<file path="src/rtl/wb_dma_raw_reader.sv">
`default_nettype none
// ============================================================================
// Module      : wb_dma_raw_reader
// Description : DMA-style reader for the raw port of the dual-port buffer RAM.
//               Accepts a {start, length} command, issues sequential word reads
//               on the raw port and emits the returned words as a valid/ready
//               stream, flagging the final word with m_last_o.
//
// Ports
//   rawp_clk / rawp_rst          clock, synchronous active-high reset
//   cmd_valid_i / cmd_ready_o    command handshake
//   cmd_addr_i / cmd_len_i       start word address, length in words
//   rawp_adr_o                   raw-port word address
//   rawp_dat_o / rawp_we_o       raw-port write data / enable (always 0)
//   rawp_dat_i                   raw-port read data (one-cycle latency)
//   rawp_stall_i                 raw-port stall (no read when high)
//   m_data_o / m_valid_o /
//   m_last_o / m_ready_i         output stream
//   busy_o                       transfer in progress
//   done_o                       one-cycle completion pulse
//
// Revision    : 1.0 - initial release
// ============================================================================
module wb_dma_raw_reader #(
    parameter int ADDR_WIDTH = 9,
    parameter int LEN_WIDTH  = 10
) (
    input  logic                  rawp_clk,
    input  logic                  rawp_rst,
    input  logic                  cmd_valid_i,
    output logic                  cmd_ready_o,
    input  logic [ADDR_WIDTH-1:0] cmd_addr_i,
    input  logic [LEN_WIDTH-1:0]  cmd_len_i,
    output logic [ADDR_WIDTH-1:0] rawp_adr_o,
    output logic [31:0]           rawp_dat_o,
    output logic                  rawp_we_o,
    input  logic [31:0]           rawp_dat_i,
    input  logic                  rawp_stall_i,
    output logic [31:0]           m_data_o,
    output logic                  m_valid_o,
    output logic                  m_last_o,
    input  logic                  m_ready_i,
    output logic                  busy_o,
    output logic                  done_o
);

    localparam logic [2:0] c_FIFO_DEPTH = 3'd4;

    typedef enum logic [1:0] {
        ST_IDLE  = 2'd0,
        ST_READ  = 2'd1,
        ST_DRAIN = 2'd2
    } state_t;

    state_t                r_state;
    state_t                w_state_nxt;
    logic                  w_done_nxt;

    logic [ADDR_WIDTH-1:0] r_addr;
    logic [LEN_WIDTH-1:0]  r_remain;
    logic                  r_inflight;
    logic                  r_inflight_last;
    logic                  r_done;

    logic [32:0]           r_fifo [4];
    logic [1:0]            r_wr_ptr;
    logic [1:0]            r_rd_ptr;
    logic [2:0]            r_count;

    logic                  w_accept;
    logic                  w_issue;
    logic                  w_fifo_empty;
    logic                  w_pop;
    logic                  w_push;
    logic                  w_fifo_pop;

    // ------------------------------------------------------------------------
    // Datapath control
    // ------------------------------------------------------------------------
    assign w_accept     = (r_state == ST_IDLE) && cmd_valid_i;
    assign w_fifo_empty = (r_count == 3'd0);

    // Credit check counts the read whose data returns this cycle, so the
    // buffered words plus the one on the bus can never exceed the FIFO depth.
    assign w_issue = (r_state == ST_READ) && !rawp_stall_i &&
                     (r_remain != '0) &&
                     ((r_count + {2'b00, r_inflight}) < c_FIFO_DEPTH);

    // Fall-through: with the FIFO empty the returning word is presented
    // directly and only written into storage if the consumer is not ready.
    assign m_valid_o = !w_fifo_empty || r_inflight;
    assign m_data_o  = w_fifo_empty ? rawp_dat_i      : r_fifo[r_rd_ptr][31:0];
    assign m_last_o  = w_fifo_empty ? r_inflight_last : r_fifo[r_rd_ptr][32];

    assign w_pop      = m_valid_o && m_ready_i;
    assign w_push     = r_inflight && !(w_fifo_empty && m_ready_i);
    assign w_fifo_pop = w_pop && !w_fifo_empty;

    assign cmd_ready_o = (r_state == ST_IDLE);
    assign busy_o      = (r_state != ST_IDLE) || r_done;
    assign done_o      = r_done;
    assign rawp_adr_o  = r_addr;
    assign rawp_dat_o  = 32'd0;
    assign rawp_we_o   = 1'b0;

    // ------------------------------------------------------------------------
    // FSM
    // ------------------------------------------------------------------------
    always_ff @(posedge rawp_clk) begin
        if (rawp_rst) begin
            r_state <= ST_IDLE;
            r_done  <= 1'b0;
        end else begin
            r_state <= w_state_nxt;
            r_done  <= w_done_nxt;
        end
    end

    always_comb begin
        w_state_nxt = r_state;
        w_done_nxt  = 1'b0;
        case (r_state)
            ST_IDLE: begin
                if (cmd_valid_i) begin
                    if (cmd_len_i == '0) begin
                        w_done_nxt = 1'b1;
                    end else begin
                        w_state_nxt = ST_READ;
                    end
                end
            end
            ST_READ: begin
                if (w_issue && (r_remain == LEN_WIDTH'(1))) begin
                    w_state_nxt = ST_DRAIN;
                end
            end
            ST_DRAIN: begin
                if (w_pop && m_last_o) begin
                    w_state_nxt = ST_IDLE;
                    w_done_nxt  = 1'b1;
                end
            end
            default: begin
                w_state_nxt = ST_IDLE;
            end
        endcase
    end

    // ------------------------------------------------------------------------
    // Address / length counters and in-flight tracking
    // ------------------------------------------------------------------------
    always_ff @(posedge rawp_clk) begin
        if (rawp_rst) begin
            r_addr          <= '0;
            r_remain        <= '0;
            r_inflight      <= 1'b0;
            r_inflight_last <= 1'b0;
        end else begin
            if (w_accept) begin
                r_addr   <= cmd_addr_i;
                r_remain <= cmd_len_i;
            end else if (w_issue) begin
                r_addr   <= r_addr + ADDR_WIDTH'(1);
                r_remain <= r_remain - LEN_WIDTH'(1);
            end
            r_inflight      <= w_issue;
            r_inflight_last <= w_issue && (r_remain == LEN_WIDTH'(1));
        end
    end

    // ------------------------------------------------------------------------
    // Output FIFO
    // ------------------------------------------------------------------------
    always_ff @(posedge rawp_clk) begin
        if (rawp_rst) begin
            r_wr_ptr <= '0;
            r_rd_ptr <= '0;
            r_count  <= '0;
        end else begin
            if (w_push) begin
                r_wr_ptr <= r_wr_ptr + 2'd1;
            end
            if (w_fifo_pop) begin
                r_rd_ptr <= r_rd_ptr + 2'd1;
            end
            r_count <= r_count + {2'b00, w_push} - {2'b00, w_fifo_pop};
        end
    end

    // Storage needs no reset; occupancy is tracked by the pointers above.
    always_ff @(posedge rawp_clk) begin
        if (w_push) begin
            r_fifo[r_wr_ptr] <= {r_inflight_last, rawp_dat_i};
        end
    end

endmodule
`default_nettype wire
</file>
<file path="config.mk">
export PLATFORM = sky130hd
export DESIGN_NAME = wb_dma_raw_reader
export DESIGN_NICKNAME = d
export VERILOG_FILES = /design/src/rtl/wb_dma_raw_reader.sv
export SDC_FILE = /design/constraint.sdc
export NUM_CORES = 1
export LEC_CHECK = 0
export ABC_AREA = 0
export BUFFER_PORTS_ARGS = -buffer_cell sky130_fd_sc_hd__buf_4
export CORE_MARGIN = 5
export CORE_UTILIZATION = 35
export DETAILED_ROUTE_END_ITERATION = 7
export HOLD_SLACK_MARGIN = 0.03
export PLACE_DENSITY_LB_ADDON = 0.05
export SKIP_LAST_GASP = 1
export SYNTH_ARGS = -nofsm -noshare
export SYNTH_HDL_FRONTEND = slang
export SYNTH_SLANG_ARGS = --single-unit
</file>
<file path="constraint.sdc">
create_clock -name rawp_clk -period 4.77 [get_ports rawp_clk]
set_input_delay 0.954 -clock rawp_clk [delete_from_list [all_inputs] [get_ports rawp_clk]]
set_output_delay 0.954 -clock rawp_clk [all_outputs]
set_load 0.05 [all_outputs]
</file>
## Word level (Yosys, flattened, before mapping)

Memory sizes are Yosys's and may differ from the RTL's. A register that Yosys moved wholly into a read port is not among the register bits.
Cells that the tools add are included.

| storage, ports and cells | value |
|---|---|
| bits in registers | 31 |
| bits in writable memories | 132 |
| input bits | 56 |
| output and inout bits | 79 |
| word-level logic and storage cells | 66 |
| memories kept | 1 |

| cells by class | value |
|---|---|
| $add $sub $neg | 7 |
| $lt $le $gt $ge | 1 |
| eq/ne operators | 7 |
| mux-type cells | 19 |
| reductions and logical operators | 22 |

Memories:

| name | depth | bits a word | rd ports | clocked after Yosys merged registers in | wr ports | RTL line | source |
|---|---|---|---|---|---|---|---|
| r_fifo | 4 | 33 | 1 | 1 | 1 | 65 | `logic [32:0] r_fifo [4];` |

Operators with widths:

| cell | count |
|---|---|
| 32-bit two-way mux | 1 |
| 10-bit two-way mux | 2 |
| 9-bit two-way mux | 2 |
| 2-bit two-way mux | 6 |
| 10-bit by 1-bit equality test with 1-bit output, second input constant | 1 |
| 1-bit logical AND | 10 |
| 10-bit zero test | 1 |
| 10-bit nonzero test | 1 |
| 10-bit by 1-bit subtractor with 10-bit output, second input constant | 1 |
| 9-bit by 1-bit adder with 9-bit output, second input constant | 1 |
| 3-bit by 1-bit adder with 3-bit output | 2 |
| 1-bit two-way mux | 6 |
| 2-bit != test, second input constant | 3 |
| 2-bit one-hot mux with 3 select lines | 1 |
| 2-bit by 1-bit adder with 2-bit output, second input constant | 2 |
| 4-bit AND reduction | 1 |
| 2-bit nonzero test | 2 |
| 1-bit zero test | 3 |
| 3-bit zero test | 1 |
| 3-bit less-than comparator, second input constant | 1 |
| 3-bit by 1-bit subtractor with 3-bit output | 1 |
| 2-bit by 1-bit equality test with 1-bit output, second input constant | 1 |
| 2-bit equality test, second input constant | 1 |
| 2-bit zero test | 1 |
| 3 further kinds | 4 |

## Depth between registers and ports, before layout

Gate-level depths: netlist of the first run.

| depth | value |
|---|---|
| depth after elaboration | 7 |
| depth in mapped cells | 12 |
| mapped depth without buffers | 11 |

## Least setup slack after synthesis of the first run

Ideal clock, no wire load.

| timing | value |
|---|---|
| kind | input to register |
| start point | in m_ready_i |
| end point | reg r_count[2] |
| library setup time | 0.128 ns |
| arrival time | 2.539 ns |
| required time | 4.642 ns |
| path slack | 2.103 ns |
| stages | 10 |
| buffers on the path | 0 |
| cell sequence | a21boi_1 > inv_1 > ha_1 > inv_1 > ha_1 > inv_1 > fa_1 > xor2_1 > xnor2_1 > nor2_1 |

| on the way | value |
|---|---|
| word-level cells in the longest chain between the ends | 5 |
| elaborated cells on any way between the ends | 7 |
| those cells by class | add/sub: 2; reduce/logical: 5 |

RTL lines:

| item | RTL line | source |
|---|---|---|
| start, declared | 42 | `input logic m_ready_i,` |
| 1-bit logical AND | 96 | `assign w_push = r_inflight && !(w_fifo_empty && m_ready_i);` |
| 1-bit zero test | 96 |  |
| 1-bit logical AND | 96 |  |
| 3-bit by 1-bit adder with 3-bit output | 186 | `r_count <= r_count + {2'b00, w_push} - {2'b00, w_fifo_pop};` |
| 3-bit by 1-bit subtractor with 3-bit output (*) | 186 |  |
| end signal, assigned | 186 |  |
| end, declared | 68 | `logic [2:0] r_count;` |

Every way passes the cells marked *; elsewhere a longest branch is shown, timed or not.
A chain may end at the register's enable or synchronous reset.

==> results of run 1 <==
-- final cells by class --
type / instances / area, um2 / area share [%]
sequential: 165 / 4630 / 53.3
multi-input combinational: 256 / 2350 / 27.0
timing repair buffer: 105 / 801 / 9.22
clock buffer: 17 / 425 / 4.90
tap: 270 / 338 / 3.89
clock inverter: 15 / 109 / 1.25
inverter: 10 / 37.5 / 0.432
-- cells by family (layout without fill, tap and decap cells) --
group                      after synthesis  in the layout  share of synthesized area (%)
DFF                                    165            165                           63.9
and+or+nand+nor                         90             90                           7.25
muxes                                   66             66                           15.4
buffers and inverters                   64            147                           5.36
AOI/OAI and AO/OA                       48             48                           5.00
adders and majority gates               11             11                           2.01
xor gates and xnor gates                 8              8                          0.969
other                                    1             33                         0.0519
-- metrics by stage --
step           setup WS [ns]  hold WS, ns  power [mW]
2_1_floorplan           2.10        0.475        3.09
3_3_place_gp            1.72        0.501        3.59
3_5_place_dp            1.69        0.507        3.59
4_1_cts                 1.26        0.520        4.84
5_1_grt                 1.17        0.553        4.99
6_report                1.34        0.517        4.76
-- routing by layer --
metal,track usage (%),share of wire (%),routed length [um]
met1,16.9,44,6880
met2,22.7,51,7870
met3,3.82,4.2,649
met4,3.78,0.77,119
met5,0,0,0
-- cells in the mapped netlist (4+ instances only) --
library cell | n | area share (%)
dfxtp_1 | 33 | 9.1
mux2_2 | 33 | 5.1
clkbuf_1 | 10 | 0.52
ha_1 | 10 | 1.7
a31oi_1 | 4 | 0.35
nand2_1 | 10 | 0.52
a211oi_1 | 4 | 0.42
nand3_1 | 8 | 0.55
buf_4 | 35 | 3.6
nand4_1 | 7 | 0.61
nor2_1 | 29 | 1.5
edfxtp_1 | 132 | 55
nor4_1 | 4 | 0.35
buf_2 | 7 | 0.48
a21oi_1 | 8 | 0.55
xnor2_1 | 4 | 0.48
a311oi_1 | 5 | 0.61
inv_1 | 10 | 0.52
xor2_1 | 4 | 0.48
or3_1 | 4 | 0.35
mux4_2 | 33 | 10
and2_1 | 6 | 0.52
-- layout by cell type (no fill, tap or decap), drive strengths merged, types with 4 or more instances in the layout --
master,n
edfxtp,132
buf,105
mux4,33
mux2,33
conb,33
dfxtp,33
nor2,30
clkbuf,17
inv,12
nand2,10
ha,10
nand3,9
nand4,9
clkinv,9
a21oi,8
and2,6
a311oi,5
a31oi,5
or3,4
xor2,4
a211oi,4
nor4,4
xnor2,4
and3,4
clkinvlp,4
-- flip-flops by register name, indices dropped and copies added (netlist names), named ones only --
| register | count |
|---|---|
| r_fifo | 132 |
| r_state | 2 |
| r_wr_ptr | 2 |
| r_inflight_last | 1 |
| rawp_adr_o | 9 |
| r_inflight | 1 |
| r_remain | 10 |
| r_count | 3 |
| done_o | 1 |
| r_rd_ptr | 2 |
-- worst max-delay path: cells and delay by family (launching register included) --
family | cells | cell delay, ns
buffers and inverters | 2 | 0.76
DFF | 1 | 0.38
muxes | 2 | 0.89
-- where the power goes --
part | internal [mW] | total, mW | switching (mW)
Clock | 0.666 | 1.23 | 0.568
Sequential | 1.60 | 1.68 | 0.0703
Combinational | 0.695 | 1.85 | 1.15
Total | 2.97 | 4.76 | 1.79
-- worst min path at each step --
stage / from / to / depth (start not counted)
final: r_rd_ptr[1] / flop / 2
after floorplan: r_inflight_last / r_fifo[0][32] / 0
after CTS: r_rd_ptr[1] / flop / 2
after global routing: r_inflight_last / r_fifo[3][32] / 0
after detailed placement: r_rd_ptr[1] / flop / 2
after global placement: r_rd_ptr[1] / flop / 2
==> results.cfg, run 1 <==
[status]
status = finished clean

[setup_path]
reg2reg_depth = 11
worstPathArrival_ns = 2.48
reg2reg_slack_ns = 1.89
rr_endpoint = r_count[2]
crit_type = reg -> out
max_stage_delay_ns = 0.59
worstReg2RegStart = r_count[1]
path_max_fanout = 30
critPathLaunchType = flop
crit_required_ns = 3.82
cp-endpoint = m_data_o[30]
crit_chain = buf_4, mux4_2, mux2_2, buf_4
worstSetupEndpointType = primary output
cpMaxStageDelayCell = mux4_2
cpMostUsedCell = buf_4

[clock_tree]
cts_buffers = 17
cts_num_sinks = 165
cts_tree = done
clock_latency_ns = 0.42
clock_path_buffers = 2
ctsHoldBuffers = 0
clk_pin_slew_ns = 0.06
cts_resized = 0
clock-root-buffer = clkbuf_16
post_cts_buffers = 0
cts_max_level = 4

[grt]
grt_max_degree = 34
grt_antenna_before_repair = 0
grt-ovfl-total = 0
grt.total_usage_pct = 13.4
grt_pass1_wl_mm = 24.8
grt_pass1_vias = 4487

[finish]
drive_gt1_share_pct = 38.9
fin_cells = 838
utilization_pct = 42.8
nFillCells = 1888
antenna_cells = 0
fin_area_um2 = 8690
syn_to_final_growth_pct = 20.1
final_nets = 622

[floorplanning]
ios = 135
die-area_um2 = 23600
coreArea_um2 = 20300
rows = 52
initial_core_util_pct = 35.6
dieHeight_um = 154
die_x_um = 154

[drt]
first_iter_violations = 186
drtAntennaViolNets = 0
totalWireLength_mm = 15.5
avgRoutedWirePerCell_um = 18.5
route.detailed.drc = 0
drt-pass1-iter-count = 4
viasPerCell = 4.90
via_count = 4106

[timing]
hold_viol_final = 0
tns_ns = 0
tightest_slew_ns = 0.989
relSlewSlack_pct = 34.1
period_share_pct = 71.9
slew_viol_final = 0
fmax_mhz = 291
clock_skew_ns = 0.0106
rsz0062_at_grt = false
setup_viol = 0
period_minus_slack_ns = 3.43

[placement]
hpwl_mm = 9.55
place_area_um2 = 8150
dp_cells = 806
numPortBuffers = 101
gp_congestion = 0.788

[logic_synthesis]
synthFlopType = edfxtp_1
synth-edff-count = 132
synth_area_um2 = 7230
yosys_warnings = 0
async_flop_share_pct = 0
yosysSeqAreaShare_pct = 63.9
syn-instance-count = 453
ys_seq_elements = 165
avgSynthCellArea_um2 = 16.0
netlist-cell-type-count = 59

[pwr]
p_leak_nw = 3.04
power.density_nw_per_um2 = 547
vdd_ir_drop_max_mv = 0.254

[job]
cap_violations = 0

[worst_hold_path]
hp-class = reg -> reg
(Power assumes the default switching activity.)
==> run 2, diff against run 1 <==
==> constraint.sdc (replaced) <==
create_clock -name rawp_clk -period 2.8 [get_ports rawp_clk]
set_input_delay 0.56 -clock rawp_clk [delete_from_list [all_inputs] [get_ports rawp_clk]]
set_output_delay 0.56 -clock rawp_clk [all_outputs]
set_load 0.05 [all_outputs]
==> run 2 against run 1 <==
  * Total power grew 80%
  * Core utilization up 1.2 points
  * Wire length grew 0.79%
  * Via count increased by 1.3%
  * First-iteration DRC count shrank 10%
  * Clock power up 100%
  * Clock skew grew 0.0021 ns
  * Sequential share of layout area shrank 1.4 points
  * Flip-flop and latch count is the same
  * Count of clock-buffer cells in the layout unchanged
  * Design area increased by 2.9%
  * Global-route usage up 0.071 points
  * Critical path type unchanged
==> results.cfg, run 2 (synthesized netlist as in run 1, its figures left out) <==
[status]
status = finished clean

[drt]
via_count = 4160
drt-pass1-iter-count = 4
totalWireLength_mm = 15.6
first_iter_violations = 167
viasPerCell = 4.91
route.detailed.drc = 0
avgRoutedWirePerCell_um = 18.5
drtAntennaViolNets = 0

[placement]
place_area_um2 = 8300
gp_congestion = 0.765
hpwl_mm = 9.83
dp_cells = 815
dpl_worst_slack_ns = 0.387
numPortBuffers = 101

[timing]
period_minus_slack_ns = 2.70
rsz0062_at_grt = false
setup_ws_ns = 0.104
relSlewSlack_pct = 39.2
slew_viol_final = 0
tightest_slew_ns = 0.910
setup_viol = 0
fmax_mhz = 371
tns_ns = 0
clock_skew_ns = 0.0127
period_share_pct = 96.3
hold_viol_final = 0

[setup_path]
reg2reg_depth = 10
worstSetupEndpointType = primary output
critPathLaunchType = flop
worstPathArrival_ns = 2.14
worstReg2RegStart = r_count[1]
crit_required_ns = 2.24
rr_endpoint = r_count[2]
crit_type = reg -> out
reg2reg_slack_ns = 0.58
path_max_fanout = 14

[floorplanning]
ios = 135
rows = 52
die-area_um2 = 23600
coreArea_um2 = 20300
die_x_um = 154
dieHeight_um = 154
initial_core_util_pct = 35.6

[clock_tree]
cts_max_level = 4
cts_buffers = 17
clock_path_buffers = 2
ctsHoldBuffers = 0
cts_num_sinks = 165
cts_tree = done
clock-root-buffer = clkbuf_16
clk_pin_slew_ns = 0.07
clock_latency_ns = 0.41
post_cts_buffers = 0

[finish]
fin_cells = 847
fin_area_um2 = 8930
syn_to_final_growth_pct = 23.5
drive_gt1_share_pct = 39.9
final_nets = 631
largest-register = r_fifo
largest_register_ffs = 132
layout_commonest_cell = edfxtp_1
final_cell_mix = edfxtp_1 (132), buf_4 (107), mux4_2 (33), mux2_2 (33), conb_1 (33)
antenna_cells = 0

[grt]
grt_pass1_wl_mm = 25.1
grt_max_degree = 34
grt.total_usage_pct = 13.5
grt_pass1_vias = 4376
grt_antenna_before_repair = 0
grt-ovfl-total = 0

[pwr]
power.internal_mw = 5.48
pwr-share-seq_pct = 33.3
power_frac_clock_pct = 29.2
finalPower_mw = 8.55
combinationalPowerShare_pct = 37.4
power.density_nw_per_um2 = 957
p_sw_share_pct = 36.0
vdd_ir_drop_max_mv = 0.470
p_leak_nw = 3.15
power.switching_mw = 3.08

[worst_hold_path]
hp-class = in -> reg
holdPathStages = 1
min_to = r_fifo[1][29]
hp-start = rawp_dat_i[29]

[job]
cap_violations = 0
==> run 2: cell count changes in the layout (fill, tap and decap cells not counted), moves of 3 or more <==
cell       before  now
buf_4         104  107
buf_12          1    7
clkinv_4        5    0
clkinv_2        4    1
bufinv_16       0    4
inv_6           2    6
==> run 2: power by group through the flow <==
stage          logic, mW  clock network, mW  registers, mW
6_report            3.20               2.50           2.85
5_1_grt             3.40               2.69           2.87
4_1_cts             3.27               2.57           2.85
3_5_place_dp        3.26                  0           2.90
3_3_place_gp        3.25                  0           2.90
2_1_floorplan       2.38                  0           2.88
==> run 2: repair_timing <==
action,4_1_cts,5_1_grt
endpoints found under the hold margin,0,0
gates resized for setup,1,0
setup endpoints to repair,26,0
==> run 2: final cells by class <==
cell class	instances	area (um2)
Clock inverter	15	211
Fill cell	1862	11400
Timing Repair Buffer	114	943
Tap cell	270	338
Clock buffer	17	425
Multi-Input combinational cell	256	2350
Inverter	10	37.5
Sequential cell	165	4630
==> run 2: worst max-delay path by stage <==
stage | from | endpoint | slack (ns) | cells past startpoint
3_3_place_gp | flop | m_data_o[30] | 0.39 | 4
4_1_cts | flop | m_data_o[30] | 0.05 | 4
5_1_grt | flop | m_data_o[30] | 0.002 | 4
2_1_floorplan | r_count[1] | r_count[2] | 0.38 | 12
6_report | flop | m_data_o[30] | 0.10 | 4
3_5_place_dp | flop | m_data_o[30] | 0.39 | 4
==> run 2: stage by stage <==
| stage | hold WS, ns | utilization (%) |
|---|---|---|
| 6_report | 0.348 | 44.0 |
| 2_1_floorplan | 0.475 | - |
| 4_1_cts | 0.326 | 44.0 |
| 5_1_grt | 0.327 | 44.0 |
| 3_3_place_gp | 0.506 | 40.9 |
| 3_5_place_dp | 0.516 | 40.9 |
==> run 2: critical path, stage by stage (launching register included) <==
cell and delay, ns:
dfxtp_4 0.48, buf_12 0.21, mux4_2 0.52, mux2_2 0.30, buf_4 0.20
==> run 2: layer usage <==
| layer | GRT usage [%] | part of all wire [%] | vias to the layer above |
|---|---|---|---|
| met5 | 0 | 0 | - |
| met4 | 4.54 | 1.2 | 0 |
| met3 | 2.89 | 4.2 | 12 |
| met2 | 22.2 | 50 | 99 |
| met1 | 17.9 | 44 | 2118 |
| li1 | - | - | 1931 |
